--- src/rtl/lfsr_uart_tx.sv ---
// Captures one LFSR word per advance strobe and sends it as 8N1 UART frames,
// least significant byte first. Tracks completed words and a sticky wrap flag.
module lfsr_uart_tx #(
   parameter int NUM_BITS     = 32,
   parameter int CLKS_PER_BIT = 104
) (
   input  logic                i_Clk,
   input  logic                i_Rst,
   input  logic                i_Run,
   input  logic [NUM_BITS-1:0] i_LFSR_Data,
   input  logic                i_LFSR_Done,
   output logic                o_LFSR_Enable,
   output logic                o_UART_TX,
   output logic                o_Busy,
   output logic                o_Wrap,
   output logic [15:0]         o_Word_Count
);

   localparam int              BAUD_W    = $clog2(CLKS_PER_BIT);
   localparam int              NUM_BYTES = NUM_BITS / 8;
   localparam logic [BAUD_W-1:0] BAUD_LAST = BAUD_W'(CLKS_PER_BIT - 1);
   localparam logic [1:0]      BYTE_LAST = 2'(NUM_BYTES - 1);

   typedef enum logic [2:0] {
      S_IDLE,
      S_LOAD,
      S_START,
      S_DATA,
      S_STOP
   } state_t;

   state_t              state_q, state_d;
   logic [BAUD_W-1:0]   baud_q, baud_d;
   logic [2:0]          bit_q, bit_d;
   logic [1:0]          byte_q, byte_d;
   logic [NUM_BITS-1:0] word_q, word_d;
   logic                tx_q, tx_d;
   logic                enable_q, enable_d;
   logic                busy_q, busy_d;
   logic                wrap_q, wrap_d;
   logic [15:0]         word_count_q, word_count_d;
   logic                baud_done;
   logic [7:0]          sel_byte;

   assign baud_done = (baud_q == BAUD_LAST);

   always_comb begin
      // NOTE: every signal gets a default before the case so no path leaves it unassigned (no latches).
      state_d      = state_q;
      baud_d       = baud_q;
      bit_d        = bit_q;
      byte_d       = byte_q;
      word_d       = word_q;
      wrap_d       = wrap_q;
      word_count_d = word_count_q;

      case (state_q)
         S_IDLE: begin
            if (i_Run) state_d = S_LOAD;
         end
         S_LOAD: begin
            word_d  = i_LFSR_Data;
            byte_d  = 2'd0;
            bit_d   = 3'd0;
            baud_d  = '0;
            if (i_LFSR_Done) wrap_d = 1'b1;
            state_d = S_START;
         end
         S_START: begin
            if (baud_done) begin
               baud_d  = '0;
               bit_d   = 3'd0;
               state_d = S_DATA;
            end else begin
               baud_d = baud_q + BAUD_W'(1);
            end
         end
         S_DATA: begin
            if (baud_done) begin
               baud_d = '0;
               bit_d  = bit_q + 3'd1;
               if (bit_q == 3'd7) state_d = S_STOP;
            end else begin
               baud_d = baud_q + BAUD_W'(1);
            end
         end
         S_STOP: begin
            if (baud_done) begin
               baud_d = '0;
               if (byte_q < BYTE_LAST) begin
                  byte_d  = byte_q + 2'd1;
                  state_d = S_START;
               end else begin
                  word_count_d = word_count_q + 16'd1;
                  state_d      = i_Run ? S_LOAD : S_IDLE;
               end
            end else begin
               baud_d = baud_q + BAUD_W'(1);
            end
         end
         default: state_d = S_IDLE;
      endcase

      // Outputs are derived from the next state so they can be registered without lag.
      sel_byte = word_q[7:0];
      for (int i = 0; i < NUM_BYTES; i++) begin
         if (byte_d == 2'(i)) sel_byte = word_q[8*i +: 8];
      end

      case (state_d)
         S_START: tx_d = 1'b0;
         S_DATA:  tx_d = sel_byte[bit_d];
         default: tx_d = 1'b1;
      endcase
      enable_d = (state_d == S_LOAD);
      busy_d   = (state_d != S_IDLE);
   end

   always_ff @(posedge i_Clk) begin
      if (i_Rst) begin
         state_q      <= S_IDLE;
         baud_q       <= '0;
         bit_q        <= 3'd0;
         byte_q       <= 2'd0;
         tx_q         <= 1'b1;
         enable_q     <= 1'b0;
         busy_q       <= 1'b0;
         wrap_q       <= 1'b0;
         word_count_q <= 16'd0;
      end else begin
         state_q      <= state_d;
         baud_q       <= baud_d;
         bit_q        <= bit_d;
         byte_q       <= byte_d;
         tx_q         <= tx_d;
         enable_q     <= enable_d;
         busy_q       <= busy_d;
         wrap_q       <= wrap_d;
         word_count_q <= word_count_d;
      end
   end

   // NOTE: the word holding register is always loaded in LOAD before it is shifted out, so it carries no reset.
   always_ff @(posedge i_Clk) begin
      word_q <= word_d;
   end

   assign o_UART_TX     = tx_q;
   assign o_LFSR_Enable = enable_q;
   assign o_Busy        = busy_q;
   assign o_Wrap        = wrap_q;
   assign o_Word_Count  = word_count_q;

endmodule

--- config.mk ---
export PLATFORM = sky130hd
export DESIGN_NAME = lfsr_uart_tx
export DESIGN_NICKNAME = d
export VERILOG_FILES = /design/src/rtl/lfsr_uart_tx.sv
export SDC_FILE = /design/constraint.sdc
export NUM_CORES = 1
export LEC_CHECK = 0
export ABC_AREA = 0
export BUFFER_PORTS_ARGS = -buffer_cell sky130_fd_sc_hd__buf_2
export CELL_PAD_IN_SITES_DETAIL_PLACEMENT = 1
export CELL_PAD_IN_SITES_GLOBAL_PLACEMENT = 2
export CORE_ASPECT_RATIO = 0.9
export CORE_UTILIZATION = 32
export DETAILED_ROUTE_END_ITERATION = 6
export GPL_ROUTABILITY_DRIVEN = 0
export GPL_TIMING_DRIVEN = 0
export PLACE_DENSITY_LB_ADDON = 0.1
export RECOVER_POWER = 100
export SLEW_MARGIN = 40
export SYNTH_ARGS = -nofsm -noshare
export SYNTH_HDL_FRONTEND = slang
export SYNTH_SLANG_ARGS = --single-unit
export TNS_END_PERCENT = 100
--- constraint.sdc ---
create_clock -name i_Clk -period 4.65 [get_ports i_Clk]
set_input_delay 0.465 -clock i_Clk [delete_from_list [all_inputs] [get_ports i_Clk]]
set_output_delay 0.465 -clock i_Clk [all_outputs]
set_load 0.05 [all_outputs]
==> results.json <==
{
  "drc": 0,
  "clockBufferDepth": 2,
  "synth_area_leaders": "edfxtp_1 (31%), dfxtp_1 (23%), nor2_1 (5.3%)",
  "cts_hold_buffers": 0,
  "die_area_um2": 9960,
  "max_cap_violations": 0,
  "critPathTopFamily": "compound AO/OA/AOI/OAI gates",
  "grt_start_max_net_pins": 15,
  "placed_area_um2": 3520,
  "hold_slack_ns": 0.276,
  "synth_top_area_share_pct": 31.4,
  "vias": 2455,
  "hold_viol": 0,
  "ys.flop_type": "dfxtp_1",
  "fin_cells": 488,
  "synth_edf_count": 32,
  "ios": 56,
  "final_nets": 402,
  "finalCritPeriodShare_pct": 75.6,
  "globalRoute.totalOverflow": 0,
  "slowest_delay_ns": 0.42,
  "start_util_pct": 33.2,
  "status": "complete, no violations",
  "power_density_nw_per_um2": 331,
  "cts_resized": 0,
  "syn_inst": 291,
  "fin_crit_ns": 3.51,
  "rows": 33,
  "syn_avg_cell_area_um2": 10.5,
  "drt-initial-drc-count": 89,
  "yosysWarnings": 0,
  "utilization_pct": 39.4,
  "slowest_stage": "nor2_1",
  "clk_pin_slew_worst_paths_ns": 0.09,
  "drive_gt1_share_pct": 15.6,
  "postRouteAntennaNets": 0,
  "cts_tree": "done",
  "antenna_found_initial": 0,
  "wl_met3_um": 287,
  "worstSetupPathType": "register to register",
  "first_pass_iters": 5,
  "final_cell_area_um2": 3630,
  "cts.sinks": 67,
  "highest_layer": "met4",
  "critPathBufInv": 1,
  "cts_buffers": 9,
  "grt_use_total_pct": 16.5,
  "post-dp-hpwl_um": 5640,
  "ys_ff_latch": 67,
  "dp_cells": 472,
  "p_leak_nw": 1.27,
  "rsz0062_at_grt": "no",
  "grt_pass1_wl_um": 12500,
  "critPathCaptureType": "register",
  "wirelength_met1_um": 3790,
  "crit_chain": "ha_1, nand3_1, nor2_1, inv_4, ha_1, or2_2, a32o_1, o311ai_1, nor3b_1, a2111o_1, o2111ai_1, o311ai_1",
  "critPathRequiredTime_ns": 4.86,
  "yosysSeqAreaShare_pct": 54.3,
  "async_reset_ff_share_pct": 0,
  "wire_per_inst_um": 15.5,
  "relSlewSlack_pct": 19.5,
  "netlist_area_um2": 3060,
  "grt_pass1_vias": 2496,
  "io_buffers": 55,
  "yosys.area.top_type": "edfxtp_1",
  "setup_violations": 0,
  "finClkSkew_ns": 0.0115,
  "cp.arrival_ns": 3.73,
  "die_w_um": 105,
  "wl_met2_um": 3430,
  "worst_pin_slew_ns": 1.20,
  "syn_nets": 332,
  "n_antenna_cell": 0,
  "coreArea_um2": 9210,
  "wl_um": 7580,
  "cts_max_level": 3,
  "min_path_type": "primary input to register",
  "fmax_mhz": 285,
  "synth.distinct_cells": 57,
  "viasPerCell": 5.03,
  "clk_latency_ns": 0.36,
  "ir_drop_mv": 0.124,
  "drv_slew": 0,
  "cts-root-buf": "clkbuf_8",
  "startpoint_type": "register",
  "cts_setup_buffers": 0,
  "worstPathMaxFanout": 10,
  "die_y_um": 94.8,
  "area_delta_synth_final_pct": 18.6
}
placed cells by master, fill, tap and decap left out, types with 3 or more instances in the layout:
| cell type | netlist | routed |
|---|---|---|
| a21oi_1 | 13 | 13 |
| clkbuf_1 | 10 | 34 |
| xnor2_1 | 4 | 4 |
| nand4_1 | 6 | 6 |
| nand3_1 | 6 | 7 |
| xor2_1 | 10 | 10 |
| dfxtp_1 | 35 | 35 |
| and3_1 | 5 | 5 |
| or3_1 | 6 | 6 |
| nor3_1 | 5 | 5 |
| a211oi_1 | 6 | 6 |
| inv_1 | 5 | 5 |
| nor2b_1 | 3 | 3 |
| mux2i_1 | 8 | 8 |
| nand2b_1 | 5 | 5 |
| buf_2 | 0 | 35 |
| nand2_1 | 20 | 20 |
| nor4_1 | 1 | 3 |
| edfxtp_1 | 32 | 32 |
| nor2_1 | 43 | 44 |
| clkbuf_8 | 0 | 9 |
| ha_1 | 5 | 5 |
| o21ai_0 | 15 | 15 |
metal layers:
layer / vias to the layer above / GRT usage [%]
li1: 1212 / -
met1: 1186 / 22.0
met2: 50 / 26.4
met3: 7 / 4.55
met4: 0 / 4.58
met5: - / 0
state kept, by name (all words and copies together) (netlist names):
| name | count |
|---|---|
| o_LFSR_Enable | 1 |
| bit_q | 3 |
| o_UART_TX | 1 |
| o_Busy | 1 |
| o_Word_Count | 16 |
| o_Wrap | 1 |
| state_q | 3 |
| baud_q | 7 |
| byte_q | 2 |
| word_q | 32 |
worst reg2reg max path: stages (launching register included):
cell	delay, ns
dfxtp_1	0.39
ha_1	0.25
nand3_1	0.29
nor2_1	0.42
inv_4	0.13
ha_1	0.20
or2_2	0.30
a32o_1	0.36
o311ai_1	0.23
nor3b_1	0.12
a2111o_1	0.38
o2111ai_1	0.19
o311ai_1	0.12
per-stage QoR:
stage | TNS, ns | setup WS [ns] | power (mW)
2_1_floorplan | 0 | 0.170 | 0.720
3_3_place_gp | -1.65 | -1.16 | 0.758
3_5_place_dp | 0 | 1.38 | 0.762
4_1_cts | 0 | 1.35 | 1.22
5_1_grt | 0 | 0.869 | 1.25
6_report | 0 | 1.14 | 1.20
cells by family after synthesis:
kind of cell / count (synthesis) / synth area share [%]
AND/OR/NAND/NOR: 116 / 19.4
adder cells (fa/ha/maj): 5 / 2.04
buffers and inverters: 18 / 2.53
multiplexers: 10 / 3.35
flip-flops: 67 / 54.3
AO/OA/AOI/OAI: 61 / 14.3
XOR/XNOR: 14 / 4.01
worst paths after layout:
kind	start	end	slack, ns	cells past startpoint
max	baud_q[0]	o_UART_TX	1.14	12
min	i_LFSR_Data[8]	word_q[8]	0.28	1
max reg2reg	baud_q[0]	o_UART_TX	1.14	12
min reg2reg	o_Wrap	o_Wrap	0.50	2
power breakdown:
group	total, mW	switching (mW)	internal, mW
Sequential	0.650	0.00784	0.642
Combinational	0.0950	0.0640	0.0310
Clock	0.458	0.256	0.202
synthesized netlist by cell type, drive strengths merged, types with 2 or more instances:
library cell / number
nor2: 44
dfxtp: 35
edfxtp: 32
nand2: 20
o21ai: 15
a21oi: 13
clkbuf: 10
xor2: 10
mux2i: 8
a211oi: 7
nand3: 7
inv: 6
nand4: 6
or3: 6
and3: 5
ha: 5
nand2b: 5
nor3: 5
and2: 4
xnor2: 4
nor2b: 3
nor4: 3
a211o: 2
a22oi: 2
a31oi: 2
buf: 2
mux2: 2
nor3b: 2
o211a: 2
o211ai: 2
o21bai: 2
o311ai: 2
o32a: 2
or2: 2
cell type report:
cell class / count / area (um^2)
Tap cell: 122 / 153
Multi-Input combinational cell: 206 / 1290
Clock inverter: 7 / 61.3
Sequential cell: 67 / 1660
Fill cell: 1059 / 5580
Timing Repair Buffer: 59 / 265
Clock buffer: 9 / 124
Buffer: 12 / 52.6
Inverter: 6 / 25.0
Note: power is estimated with default switching activity, not from simulation.
